===== src/rtl/hw_bus_pkg.sv =====
// hw_bus_pkg: shared types and constants for the hardware_* register bus initiator.
//   - hw_bus_state_e : state encoding of hw_bus_master
//   - Default*       : default bus widths and ack timeout
//   - *_SEL          : IO responder selectors (low address bits)
//   - PhaseShift*    : field positions of a phase-shift write word
package hw_bus_pkg;

  typedef enum logic [1:0] {
    StIdle,
    StReq,
    StRelease,
    StResp
  } hw_bus_state_e;

  localparam int unsigned DefaultAddrW         = 28;
  localparam int unsigned DefaultDataW         = 32;
  localparam int unsigned DefaultTimeoutCycles = 255;

  localparam logic [6:0] PHASE_SHIFT_SEL = 7'b0000000;
  localparam logic [6:0] PLL_RESET_SEL   = 7'b0000001;

  localparam int unsigned PhaseShiftCounterSelLsb = 0;
  localparam int unsigned PhaseShiftCounterSelMsb = 4;
  localparam int unsigned PhaseShiftUpDownBit     = 5;

  // Builds the write word for the phase-shift responder.
  function automatic logic [DefaultDataW-1:0] phase_shift_word(input logic [4:0] counter_sel,
                                                               input logic       up_down);
    logic [DefaultDataW-1:0] w;
    w = '0;
    w[PhaseShiftCounterSelMsb:PhaseShiftCounterSelLsb] = counter_sel;
    w[PhaseShiftUpDownBit] = up_down;
    return w;
  endfunction

endpackage


===== src/rtl/hw_bus_master.sv =====
// hw_bus_master: initiator for the hardware_* register bus.
// Takes one command at a time on a valid/ready port, runs the four-phase ready/ack handshake
// with the responder and reports the result on a single-cycle response strobe.
//
// Ports:
//   system_clk, system_reset_n      clock, asynchronous active-low reset
//   cmd_valid/cmd_ready             command handshake
//   cmd_write/addr/data/sel         command payload
//   rsp_valid/rsp_data/rsp_timeout  response strobe, read data (0 for writes/timeouts), abort flag
//   busy                            transaction in flight
//   hardware_addr/data_in/data_sel/write/ready   registered bus request outputs
//   hardware_data_out/ack           responder read data and acknowledge
//
// TIMEOUT_CYCLES must be at least 2.
module hw_bus_master
  import hw_bus_pkg::*;
#(
  parameter int unsigned ADDR_W         = DefaultAddrW,
  parameter int unsigned DATA_W         = DefaultDataW,
  parameter int unsigned TIMEOUT_CYCLES = DefaultTimeoutCycles
) (
  input  logic                system_clk,
  input  logic                system_reset_n,
  input  logic                cmd_valid,
  output logic                cmd_ready,
  input  logic                cmd_write,
  input  logic [ADDR_W-1:0]   cmd_addr,
  input  logic [DATA_W-1:0]   cmd_data,
  input  logic [DATA_W/8-1:0] cmd_sel,
  output logic                rsp_valid,
  output logic [DATA_W-1:0]   rsp_data,
  output logic                rsp_timeout,
  output logic                busy,
  output logic [ADDR_W-1:0]   hardware_addr,
  output logic [DATA_W-1:0]   hardware_data_in,
  input  logic [DATA_W-1:0]   hardware_data_out,
  output logic [DATA_W/8-1:0] hardware_data_sel,
  output logic                hardware_write,
  output logic                hardware_ready,
  input  logic                hardware_ack
);

  localparam int unsigned SelW   = DATA_W / 8;
  localparam int unsigned TimerW = $clog2(TIMEOUT_CYCLES + 1);
  localparam logic [TimerW-1:0] TimerLast = TimerW'(TIMEOUT_CYCLES - 1);
  localparam logic [TimerW-1:0] TimerMax  = TimerW'(TIMEOUT_CYCLES);

  hw_bus_state_e     state_q, state_d;
  logic [TimerW-1:0] timer_q, timer_d;
  logic [ADDR_W-1:0] addr_q, addr_d;
  logic [DATA_W-1:0] wdata_q, wdata_d;
  logic [SelW-1:0]   sel_q, sel_d;
  logic              write_q, write_d;
  logic              ready_q, ready_d;
  // Result captured during the handshake; published to rsp_* only on entry to RESP so the
  // response outputs hold their previous value for the whole transaction.
  logic [DATA_W-1:0] cap_data_q, cap_data_d;
  logic              cap_timeout_q, cap_timeout_d;
  logic              rsp_valid_q, rsp_valid_d;
  logic [DATA_W-1:0] rsp_data_q, rsp_data_d;
  logic              rsp_timeout_q, rsp_timeout_d;
  // Low during reset and for the first cycle after release, so cmd_ready stays low in reset.
  logic              cmd_en_q;

  logic              accept;
  logic [TimerW-1:0] timer_inc;

  // A stale ack from an aborted transaction blocks the next command.
  assign cmd_ready = (state_q == StIdle) && cmd_en_q && !hardware_ack;
  assign accept    = cmd_valid && cmd_ready;
  assign timer_inc = (timer_q == TimerMax) ? timer_q : timer_q + 1'b1;

  always_comb begin
    state_d       = state_q;
    timer_d       = timer_inc;
    addr_d        = addr_q;
    wdata_d       = wdata_q;
    sel_d         = sel_q;
    write_d       = write_q;
    ready_d       = ready_q;
    cap_data_d    = cap_data_q;
    cap_timeout_d = cap_timeout_q;
    rsp_valid_d   = 1'b0;
    rsp_data_d    = rsp_data_q;
    rsp_timeout_d = rsp_timeout_q;

    unique case (state_q)
      StIdle: begin
        timer_d = '0;
        if (accept) begin
          addr_d        = cmd_addr;
          wdata_d       = cmd_data;
          sel_d         = cmd_sel;
          write_d       = cmd_write;
          ready_d       = 1'b1;
          cap_data_d    = '0;
          cap_timeout_d = 1'b0;
          state_d       = StReq;
        end
      end
      StReq: begin
        // Ack takes priority over a timer expiry in the same cycle.
        if (hardware_ack) begin
          cap_data_d    = write_q ? '0 : hardware_data_out;
          cap_timeout_d = 1'b0;
          ready_d       = 1'b0;
          timer_d       = '0;
          state_d       = StRelease;
        end else if (timer_q == TimerLast) begin
          cap_data_d    = '0;
          cap_timeout_d = 1'b1;
          ready_d       = 1'b0;
          timer_d       = '0;
          state_d       = StRelease;
        end
      end
      StRelease: begin
        if (!hardware_ack) begin
          rsp_valid_d   = 1'b1;
          rsp_data_d    = cap_data_q;
          rsp_timeout_d = cap_timeout_q;
          timer_d       = '0;
          state_d       = StResp;
        end else if (timer_q == TimerLast) begin
          // Ack never released: report an abort and leave IDLE to hold off the next command.
          rsp_valid_d   = 1'b1;
          rsp_data_d    = '0;
          rsp_timeout_d = 1'b1;
          timer_d       = '0;
          state_d       = StResp;
        end
      end
      StResp: begin
        timer_d = '0;
        state_d = StIdle;
      end
      default: begin
        timer_d = '0;
        ready_d = 1'b0;
        state_d = StIdle;
      end
    endcase
  end

  always_ff @(posedge system_clk or negedge system_reset_n) begin
    if (!system_reset_n) begin
      state_q       <= StIdle;
      timer_q       <= '0;
      addr_q        <= '0;
      wdata_q       <= '0;
      sel_q         <= '0;
      write_q       <= 1'b0;
      ready_q       <= 1'b0;
      cap_data_q    <= '0;
      cap_timeout_q <= 1'b0;
      rsp_valid_q   <= 1'b0;
      rsp_data_q    <= '0;
      rsp_timeout_q <= 1'b0;
      cmd_en_q      <= 1'b0;
    end else begin
      state_q       <= state_d;
      timer_q       <= timer_d;
      addr_q        <= addr_d;
      wdata_q       <= wdata_d;
      sel_q         <= sel_d;
      write_q       <= write_d;
      ready_q       <= ready_d;
      cap_data_q    <= cap_data_d;
      cap_timeout_q <= cap_timeout_d;
      rsp_valid_q   <= rsp_valid_d;
      rsp_data_q    <= rsp_data_d;
      rsp_timeout_q <= rsp_timeout_d;
      cmd_en_q      <= 1'b1;
    end
  end

  assign busy              = (state_q != StIdle);
  assign rsp_valid         = rsp_valid_q;
  assign rsp_data          = rsp_data_q;
  assign rsp_timeout       = rsp_timeout_q;
  assign hardware_addr     = addr_q;
  assign hardware_data_in  = wdata_q;
  assign hardware_data_sel = sel_q;
  assign hardware_write    = write_q;
  assign hardware_ready    = ready_q;

endmodule


===== config.mk =====
export PLATFORM = sky130hd
export DESIGN_NAME = hw_bus_master
export DESIGN_NICKNAME = d
export VERILOG_FILES = /design/src/rtl/hw_bus_pkg.sv /design/src/rtl/hw_bus_master.sv
export SDC_FILE = /design/constraint.sdc
export NUM_CORES = 1
export LEC_CHECK = 0
export ABC_AREA = 0
export BUFFER_PORTS_ARGS = -buffer_cell sky130_fd_sc_hd__buf_4
export CAP_MARGIN = 15
export CORE_MARGIN = 4
export CORE_UTILIZATION = 45
export CTS_CLUSTER_DIAMETER = 40
export DETAILED_ROUTE_END_ITERATION = 10
export PLACE_DENSITY = 0.75
export SETUP_SLACK_MARGIN = 0.05
export SLEW_MARGIN = 25
export SYNTH_ARGS = -nofsm -noshare
export SYNTH_HDL_FRONTEND = slang
export SYNTH_SLANG_ARGS = --single-unit

===== constraint.sdc =====
create_clock -name system_clk -period 3.8 [get_ports system_clk]
set_input_delay 0.76 -clock system_clk [delete_from_list [all_inputs] [get_ports system_clk]]
set_output_delay 0.76 -clock system_clk [all_outputs]
set_load 0.01 [all_outputs]

Word level (Yosys, flattened, before mapping)
Index checks and enable logic that the tools add are counted.
{ "word_totals": {"register_bits": 144, "inputBits": 101, "out_inout_bits": 102, "elab_cells": 64} }
{ "classes": {"addsub": 1, "eq_ne": 9, "muxes": 29, "n_reduce_logical": 12} }
{ "ops": {"columns": ["cell", "n"], "rows": [
  ["32-bit 2-to-1 mux", 5],
  ["32-bit one-hot mux with 2 select lines", 1],
  ["8-bit 2-to-1 mux", 4],
  ["8-bit one-hot mux with 3 select lines", 1],
  ["8-bit == test, second input constant", 2],
  ["1-bit 2-to-1 mux", 10],
  ["2-bit 2-to-1 mux", 5],
  ["8-bit by 1-bit adder with 8-bit output, second input constant", 1],
  ["2-bit one-hot mux with 4 select lines", 1],
  ["3-bit != test, second input constant", 2],
  ["3-bit AND reduction", 2],
  ["2-bit == test, second input constant", 2],
  ["1-bit one-hot mux with 2 select lines", 2],
  ["2-bit AND reduction", 2],
  ["2-bit nonzero test", 2],
  ["1-bit logical AND", 3],
  ["2-bit by 1-bit == test with 1-bit output, second input constant", 1],
  ["2-bit zero test", 1],
  ["2-bit by 1-bit != test with 1-bit output, second input constant", 1],
  ["2-bit != test, second input constant", 1],
  ["2-bit OR reduction", 1],
  ["1-bit zero test", 1]
]} }

Depth between registers and ports, before layout
Gate-level depths: netlist of run 1.
{ "logic_depth": {"ltp_word": 6, "depth_mapped": 9, "depth_no_buf": 7} }

Worst setup path before layout of run 1
Ideal clock, no wire load.
{ "synth_path": {"path_type": "input-to-output", "start": "in hardware_ack", "end": "out cmd_ready", "arrival_ns": 1.068, "t_required_ns": 3.040, "slack_ns": 1.972, "stages": 2, "path_buffers": 0, "path_cell_list": "inv_1 -> and3_1"} }
{ "synth_via": {"elab_chain_cells": 2} }
{ "synth_rtl": {"columns": ["item", "line", "text"], "rows": [
  ["start: declaration", "hw_bus_master.sv:40", "input logic hardware_ack"],
  ["1-bit zero test", null, null],
  ["1-bit logical AND", "hw_bus_master.sv:69", "assign cmd_ready = (state_q == StIdle) && cmd_en_q && !hardware_ack;"],
  ["end: declaration", "hw_bus_master.sv:25", "output logic cmd_ready,"]
]} }
No other way between the ends.

Worst setup path after layout of run 1
{ "layout_path": {"start": "reg state_q[0]", "end": "reg sel_q[1], in the netlist hardware_data_sel[1]"} }
{ "layout_via": {"elab_chain_cells": 5} }
{ "layout_rtl": {"columns": ["item", "line", "text"], "rows": [
  ["start: declaration", "hw_bus_master.sv:48", "hw_bus_state_e state_q, state_d;"],
  ["start signal: assignment", "hw_bus_master.sv:147", "state_q <= StIdle;"],
  ["start signal: assignment", "hw_bus_master.sv:161", "state_q <= state_d;"],
  ["2-bit zero test (*)", "hw_bus_master.sv:69, hw_bus_master.sv:87", null],
  ["1-bit logical AND (2 in a row)", "hw_bus_master.sv:69", null],
  ["1-bit logical AND", "hw_bus_master.sv:70", "assign accept = cmd_valid && cmd_ready;"],
  ["2-bit AND reduction (no source line) (*)", null, null],
  ["end signal: assignment", "hw_bus_master.sv:165", "sel_q <= sel_d;"],
  ["end: declaration", "hw_bus_master.sv:52", "logic [SelW-1:0] sel_q, sel_d;"]
]} }
Every way passes the cells marked *; elsewhere a longest branch is shown, timed or not.
A chain may end at the register's enable or synchronous reset.

==> results.ini, run 1 <==
[layout]
drive_gt1_share_pct = 54.3
diodes = 0
fillers = 929
fin_nets = 678
area_delta_synth_final_pct = 38.9
postLayoutCoreUtil_pct = 64.2
mostFrequentLayoutCells = buf_4, dfrtp_1, mux2_2, a22o_1, clkbuf_16
mostFrequentLayoutCell = buf_4

[place]
hpwl_mm = 9.52
place_congestion = 0.750
port_buffers = 202

[synthesis]
synth_cells = 368
synth_cell_types = 43
yosysWarnings = 0
async_flop_share_pct = 100
synth_nets = 475
synth_edf_count = 0
ys_ff_latch = 144
netlist_area_um2 = 5600
syn_area_per_cell_um2 = 15.2
ys.flop_type = dfrtp_1
ys_seq_area_share_pct = 64.4

[critical_path]
end_kind = register
path_delay_family = simple AND/OR/NAND/NOR gates
path_max_fanout = 48
crit_required_ns = 4.09
start_kind = register
path_cells = inv_1 > ha_1 > nand4b_4 > buf_4 > mux2_2
worst-path-buf-inv = 2
critPathKind = register to register
critPathSlowestCell = nand4b_4
crit_path_max_incr_delay_ns = 0.73
cp.arrival_ns = 2.94

[routing]
viasPerCell = 5.11
drcViolationCount = 0
ant_nets = 0
wl_per_cell_um = 18.3
top_layer_used = met4
firstDrtPassIters = 4
wl_met1_mm = 5.68
vias = 3845
wirelength_mm = 13.7
first_iter_violations = 337
wl_met3_um = 992
wl_met2_mm = 6.70

[timing]
finClkSkew_ns = 0.00822
setup_viol = 0
finalHoldViolCount = 0
worstMarginPinSlew_ns = 0.986
min_period_over_period_pct = 69.7
fmax_ghz = 0.377
period_needed_ns = 2.65
tns_ns = 0
slew_viol_final = 0
relSlewSlack_pct = 33.9
rsz0062_at_grt = no

[clock_network]
cts_resized = 0
clkTransAtPathRegs_ns = 0.06
numCtsBuffers = 17
clock_latency_ns = 0.41
postCtsSetupBuffers = 0
postCtsHoldBufs = 0
htreeDepth = 4
clock_sinks = 144
cts_tree = built
clock_path_buffers = 2
cts_root_buf = clkbuf_16

[grt]
grt_max_degree = 82
overflow = 0
grt_usage_pct = 19.9
grt_pass1_wl_mm = 22.1
grt_antenna_before_repair = 0
grt_pass1_vias = 4131

[floorplanning]
rows = 40
die_w_um = 120
initial_core_util_pct = 46.2
coreArea_um2 = 12100
io_pins = 203
fp.dieH_um = 120
die_area_um2 = 14300

[pwr]
irDropWorstVdd_mv = 0.447
design_power_total_mw = 6.17
p_leak_nw = 3.90
powerDensity_nw_per_um2 = 793

[run]
drv_cap = 0

[hold_path]
hold_class = primary input to async pin

[outcome]
status = completed

-- worst paths after layout --
check,startpoint,endpoint,slack [ns],depth (start not counted)
max in group asynchronous,system_reset_n,timer_q[0],2.64,2
min reg2reg,cap_data_q[15],rsp_data[15],0.49,1
min in group system_clk,cap_data_q[15],rsp_data[15],0.49,1
min,system_reset_n,hardware_addr[1],0.39,1
max reg2reg,state_q[0],hardware_data_sel[1],1.15,5
max,state_q[0],hardware_data_sel[1],1.15,5
-- through the flow --
step           instances  worst slack (ns)  hold slack [ns]  area, µm²
2_1_floorplan        368              1.97            0.464       5600
3_3_place_gp         720              1.24            0.473       7230
3_5_place_dp         720              1.15            0.479       7230
4_1_cts              752              1.15            0.413       7780
5_1_grt              752              1.01            0.421       7780
6_report             752              1.15            0.391       7780
-- registers in the layout, indices dropped and copies added, names as in the netlist --
register and cells:
cap_data_q 32, cap_timeout_q 1, cmd_en_q 1, hardware_addr 28, hardware_data_in 32, hardware_data_sel 4
hardware_ready 1, hardware_write 1, rsp_data 32, rsp_timeout 1, rsp_valid 1, state_q 2
timer_q 8
-- layer usage --
layer  vias up  global-route usage [%]
met1      1921                    24.6
met2       146                    32.2
met4         0                    7.37
li1       1756                       -
met5         -                       0
met3        22                    7.26
-- synth_stat cells, drive strengths merged, types with 3 or more instances --
library cell / instances / area (µm²)
or2: 3 / 18.8
ha: 6 / 75.1
nor2: 8 / 37.5
nand2: 6 / 22.5
inv: 8 / 30.0
dfrtp: 144 / 3600
buf: 19 / 140
a21oi: 5 / 25.0
clkbuf: 3 / 11.3
nand3: 3 / 20.0
o21ai: 8 / 66.3
mux2: 66 / 743
a22o: 65 / 572
-- cell type report --
type | count | area [µm²] | share of cell area (%)
multi-input cells | 194 | 1820 | 23.4
clock buffers | 22 | 464 | 5.97
inverters | 8 | 30.0 | 0.386
flip-flops and latches | 144 | 3600 | 46.3
well taps | 168 | 210 | 2.70
repair buffers | 206 | 1560 | 20.1
clock inverters | 10 | 86.3 | 1.11
-- cells by family after synthesis --
| logic type | count (synthesis) | share of synthesized area [%] |
|---|---|---|
| xor gates and xnor gates | 4 | 0.626 |
| other | 1 | 0.0670 |
| buffers and inverters | 30 | 3.24 |
| DFF | 144 | 64.4 |
| AOI/OAI and AO/OA | 86 | 13.3 |
| muxes | 67 | 13.5 |
| adders and majority gates | 6 | 1.34 |
| and+or+nand+nor | 30 | 3.60 |
-- worst reg2reg max path: cells and delay by family (launching register included) --
kind                       cells  cell delay (ns)
and+or+nand+nor                1             0.73
buffers and inverters          2             0.66
adders and majority gates      1             0.44
DFF                            1             0.37
muxes                          1             0.32
-- where the power goes --
part | leakage (nW) | switching [mW] | internal (mW)
registers | 1.86 | 0.340 | 2.13
clock network | 0.266 | 0.621 | 0.930
logic | 1.77 | 0.982 | 1.17
Power figures use the tool's default switching activity.
==> run 2, diff against run 1 <==
--- a/config.mk
+++ b/config.mk
@@ -5,14 +5,14 @@
 export SDC_FILE = /design/constraint.sdc
 export NUM_CORES = 1
 export LEC_CHECK = 0
-export ABC_AREA = 0
+export ABC_AREA = 1
 export BUFFER_PORTS_ARGS = -buffer_cell sky130_fd_sc_hd__buf_4
 export CAP_MARGIN = 15
 export CORE_MARGIN = 4
 export CORE_UTILIZATION = 45
 export CTS_CLUSTER_DIAMETER = 40
 export DETAILED_ROUTE_END_ITERATION = 10
-export PLACE_DENSITY = 0.75
+export PLACE_DENSITY = 0.74
 export SETUP_SLACK_MARGIN = 0.05
 export SLEW_MARGIN = 25
 export SYNTH_ARGS = -nofsm -noshare
==> constraint.sdc (replaced) <==
create_clock -name system_clk -period 2.6 [get_ports system_clk]
set_input_delay 0.52 -clock system_clk [delete_from_list [all_inputs] [get_ports system_clk]]
set_output_delay 0.52 -clock system_clk [all_outputs]
set_load 0.01 [all_outputs]
==> results.ini, run 2 <==
[place]
placed_area_um2 = 7660
hpwl_mm = 10.3
place_congestion = 0.768
port_buffers = 202
pre_cts_ws_ns = 0.660

[timing]
hold_slack_ns = -0.00275
min_period_over_period_pct = 77.4
finalHoldViolCount = 2
rsz0062_at_grt = no
slew_viol_final = 0
relSlewSlack_pct = 62.1
tns_ns = 0
setup_viol = 0
period_needed_ns = 2.01
layout_setup_ws_ns = 0.589
worstMarginPinSlew_ns = 0.568
fmax_ghz = 0.497
finClkSkew_ns = 0.00910

[layout]
fillers = 998
area_delta_synth_final_pct = 37.2
diodes = 0
mostFrequentLayoutCell = buf_4
design_area_um2 = 8210
fin_nets = 836
drive_gt1_share_pct = 42.6
mostFrequentLayoutCells = buf_4, nand2_1, dfrtp_1, mux2_4, o21ai_1

[synthesis]
synthMuxAreaShare_pct = 15.4
async_flop_share_pct = 100
synthSimpleGateAreaFrac_pct = 15.0
synth_cells = 524
ys_top_cells_by_area = dfrtp_1, mux2_4, nand2_1, mux2_2, o21ai_1
syn_area_per_cell_um2 = 11.4
yosysWarnings = 0
synth_cell_types = 28
synth_nets = 631
synth_edf_count = 0
yosysTopAreaCellShare_pct = 60.2
synth_compound_area_share_pct = 3.60
yosys.area.top_type = dfrtp_1
ys_seq_area_share_pct = 60.2
ys.flop_type = dfrtp_1
yosysMostFrequentCell = nand2_1
synthAdderAreaFrac_pct = 1.25
netlist_area_um2 = 5980
ys_ff_latch = 144
synth_commonest_cells = nand2_1, dfrtp_1, mux2_4
synthXorXnorAreaFrac_pct = 0.439
synth_top_family_by_area = multiplexers

[routing]
wl_per_cell_um = 15.8
vias = 4350
wirelength_mm = 14.4
viasPerCell = 4.77
drcViolationCount = 0
first_iter_violations = 235
firstDrtPassIters = 4
ant_nets = 0

[clock_network]
clkTransAtPathRegs_ns = 0.06
cts_tree = built
htreeDepth = 4
numCtsBuffers = 17
postCtsSetupBuffers = 0
clock_sinks = 144
cts_root_buf = clkbuf_16
postCtsHoldBufs = 0
clock_latency_ns = 0.41
cts_resized = 0
clock_path_buffers = 2

[critical_path]
path_max_fanout = 4
r2r-start = timer_q[0]
critPathKind = register to primary output
crit_required_ns = 2.08
end_kind = primary output
cp.arrival_ns = 1.49
crit_start = state_q[0]
start_kind = register
rrSetupSlack_ns = 0.71

[run]
drv_cap = 0

[outcome]
status = finished, violations left
failed_checks = negative hold slack

[grt]
overflow = 0
grt_usage_pct = 18.9
grt_antenna_before_repair = 0
grt_max_degree = 76
grt_pass1_wl_mm = 22.2
grt_pass1_vias = 4548

[pwr]
combPwrFrac_pct = 38.3
design_power_total_mw = 9.75
pwr-share-seq_pct = 38.6
irDropWorstVdd_mv = 0.616
powerDensity_nw_per_um2 = 1190
switching_share_pct = 32.5
power.switching_mw = 3.17
p_leak_nw = 4.38
p_int_mw = 6.58
pwr-share-clk_pct = 23.1

[floorplanning]
die_w_um = 123
initial_core_util_pct = 46.7
coreArea_um2 = 12800
fp.dieH_um = 123
die_area_um2 = 15200
rows = 41
io_pins = 203

[hold_path]
hold_class = primary input to async pin

==> run 2: final cells by class <==
class	instances	area [µm²]	area share (%)
flip-flops and latches	144	3600	43.9
multi-input cells	337	2150	26.2
repair buffers	210	1620	19.7
clock buffers	25	495	6.04
well taps	172	215	2.62
inverters	19	71.3	0.869
clock inverters	5	55.1	0.671
==> run 2: power by group through the flow <==
stage | Clock [mW] | Sequential [mW] | Combinational [mW]
finish | 2.25 | 3.77 | 3.74
global route | 2.41 | 3.88 | 4.06
CTS | 2.30 | 3.77 | 3.80
detailed placement | 0 | 3.79 | 3.77
global placement | 0 | 3.73 | 3.69
floorplan | 0 | 4.04 | 1.72
==> run 2: path summary, 6_finish.rpt <==
path	depth (start not counted)	to
min in group system_clk	2	hardware_addr[24]
setup / recovery	5	cmd_ready
hold / removal	1	hardware_addr[6]
max in group asynchronous	2	hardware_addr[2]
setup reg to reg	10	rsp_data[6]
hold reg to reg	2	rsp_data[8]
==> run 2: per-stage QoR <==
stage / std cells / utilization (%)
after floorplan: 524 / -
after global placement: 882 / 59.7
after detailed placement: 882 / 59.7
after CTS: 912 / 64.0
after global routing: 912 / 64.0
final: 912 / 64.0
==> run 2: worst max-delay path, stage by stage (launching register included) <==
cell and delay, ns:
dfrtp_1 0.39, inv_1 0.11, ha_1 0.29, nand2_1 0.08, nor2_1 0.09, buf_4 0.13
==> run 2: cells by family (layout without fill, tap and decap cells) <==
kind of cell,after synthesis,in the layout
flops,144,144
simple gates,222,222
xor+xnor,3,3
mux,65,65
compound gates,40,40
fa+ha+maj,6,6
other cells,1,1
buf+inv,43,259
==> run 2: metal layers <==
metal  share of wire [%]  vias up  global-route usage [%]
met1                  40     2101                    22.9
met2                  52      129                    31.6
met5                   0        -                       0
met4                 2.3        0                    6.78
met3                 5.7       26                    6.08
li1                    -     2094                       -
==> run 3, diff against run 2 <==
==> constraint.sdc (replaced) <==
create_clock -name system_clk -period 2.05 [get_ports system_clk]
set_input_delay 0.41 -clock system_clk [delete_from_list [all_inputs] [get_ports system_clk]]
set_output_delay 0.41 -clock system_clk [all_outputs]
set_load 0.01 [all_outputs]
==> results.ini, run 3 (same netlist as run 2, synthesis figures left out) <==
[place]
port_buffers = 202
place_congestion = 0.824
pre_cts_ws_ns = 0.204
placed_area_um2 = 7710
hpwl_mm = 10.6

[pwr]
p_int_mw = 8.66
design_power_total_mw = 12.8
pwr-share-clk_pct = 25.3
switching_share_pct = 32.2
power.switching_mw = 4.11
combPwrFrac_pct = 37.3
powerDensity_nw_per_um2 = 1530
pwr-share-seq_pct = 37.4
p_leak_nw = 4.45
irDropWorstVdd_mv = 0.839

[layout]
design_area_um2 = 8350
fin_nets = 842
mostFrequentLayoutCell = buf_4
postLayoutCoreUtil_pct = 65.1
mostFrequentLayoutCells = buf_4, nand2_1, dfrtp_1, mux2_4, o21ai_1
drive_gt1_share_pct = 43.7
diodes = 0
area_delta_synth_final_pct = 39.5

[floorplanning]
initial_core_util_pct = 46.7
io_pins = 203
fp.dieH_um = 123
coreArea_um2 = 12800
die_area_um2 = 15200
rows = 41
die_w_um = 123

[timing]
finalHoldViolCount = 0
rsz0062_at_grt = no
fmax_ghz = 0.533
tns_ns = 0
period_needed_ns = 1.87
finClkSkew_ns = 0.0148
setup_viol = 0
layout_setup_ws_ns = 0.175
slew_viol_final = 0
min_period_over_period_pct = 91.5

[routing]
wirelength_mm = 14.6
ant_nets = 0
first_iter_violations = 334
viasPerCell = 4.79
wl_per_cell_um = 15.9
firstDrtPassIters = 5
vias = 4404
drcViolationCount = 0

[critical_path]
r2r_end = cap_data_q[6]
rrSetupSlack_ns = 0.26
end_kind = primary output
crit_start = state_q[1]
worstRegToRegCells = 8
r2r-start = state_q[1]
crit_required_ns = 1.64
path_delay_family = flip-flops
worst-path-buf-inv = 2
path_max_fanout = 4
cp.arrival_ns = 1.46
path_cells = inv_1 > ha_2 > nand2_1 > nor2_1 > buf_4
critPathKind = register to primary output
start_kind = register
critPathSlowestCell = dfrtp_1
crit_path_max_incr_delay_ns = 0.40

[run]
drv_cap = 0

[clock_network]
clkTransAtPathRegs_ns = 0.06
clock_path_buffers = 2
clock_latency_ns = 0.42
postCtsSetupBuffers = 0
numCtsBuffers = 17
clock_sinks = 144
cts_tree = built
cts_root_buf = clkbuf_16
htreeDepth = 4

[grt]
grt_usage_pct = 19.2
grt_pass1_wl_mm = 22.4
overflow = 0
grt_pass1_vias = 4516
grt_max_degree = 68
grt_antenna_before_repair = 0

[hold_path]
hp-start = cmd_data[19]
hold_depth = 2
hold_class = primary input to register
hold_end = hardware_data_in[19]

[outcome]
status = completed

[run 3: cell types whose count changed in the layout (fill, tap and decap cells not counted)]
cell | before | now
clkbuf_1 | 4 | 0
dlygate4sd3_1 | 0 | 1
ha_2 | 0 | 1
clkbuf_8 | 4 | 1
ha_1 | 6 | 5
bufinv_16 | 1 | 4
clkinv_4 | 0 | 1
clkinv_2 | 2 | 5
inv_6 | 0 | 2
buf_12 | 3 | 4
buf_4 | 206 | 210
[run 3: final cells by class]
class / instances / area, µm²
clock buffers: 18 / 439
clock inverters: 14 / 186
fillers: 1016 / 4480
inverters: 19 / 71.3
multi-input cells: 337 / 2150
flip-flops and latches: 144 / 3600
well taps: 172 / 215
repair buffers: 216 / 1680
[run 3: worst reg2reg max path: cells and delay by family, from the launching register on]
| kind | cells | cell delay [ns] |
|---|---|---|
| simple gates | 4 | 0.66 |
| buf+inv | 2 | 0.31 |
| flops | 1 | 0.40 |
| compound gates | 1 | 0.07 |
| fa+ha+maj | 1 | 0.24 |
[run 3: power by group through the flow]
stage               combinational [mW]  clock [mW]  sequential, mW
CTS                               4.84        3.30            4.78
global placement                  4.69           0            4.73
floorplan                         2.18           0            5.12
finish                            4.76        3.24            4.77
global route                      5.18        3.44            4.91
detailed placement                4.80           0            4.81
[run 3: timing repair]
action,4_1_cts,5_1_grt
endpoints found under the setup margin,0,2
hold buffers,1,0
gates resized for setup,0,1
endpoints found under the hold margin,38,0
[run 3: worst max-delay path by stage]
stage                                   to  cells past startpoint  slack (ns)
final                            cmd_ready                      5        0.18
after global routing             cmd_ready                      5        0.05
after CTS                        cmd_ready                      5        0.11
after detailed placement     cap_data_q[6]                      8        0.20
after global placement      cap_data_q[31]                      8        0.29
after floorplan           hardware_addr[0]                      6        0.47
[run 3: metal layers]
metal  routed length [µm]  GRT usage (%)
met5                    0              0
met4                  226           7.40
met3                  757           4.57
met2                 7920           32.8
met1                 5680           23.4
[run 3: stage by stage]
| stage | std cells | hold slack [ns] |
|---|---|---|
| after floorplan | 524 | 0.114 |
| after global placement | 887 | 0.336 |
| after detailed placement | 887 | 0.345 |
| after CTS | 920 | 0.203 |
| after global routing | 920 | 0.207 |
| final | 920 | 0.221 |
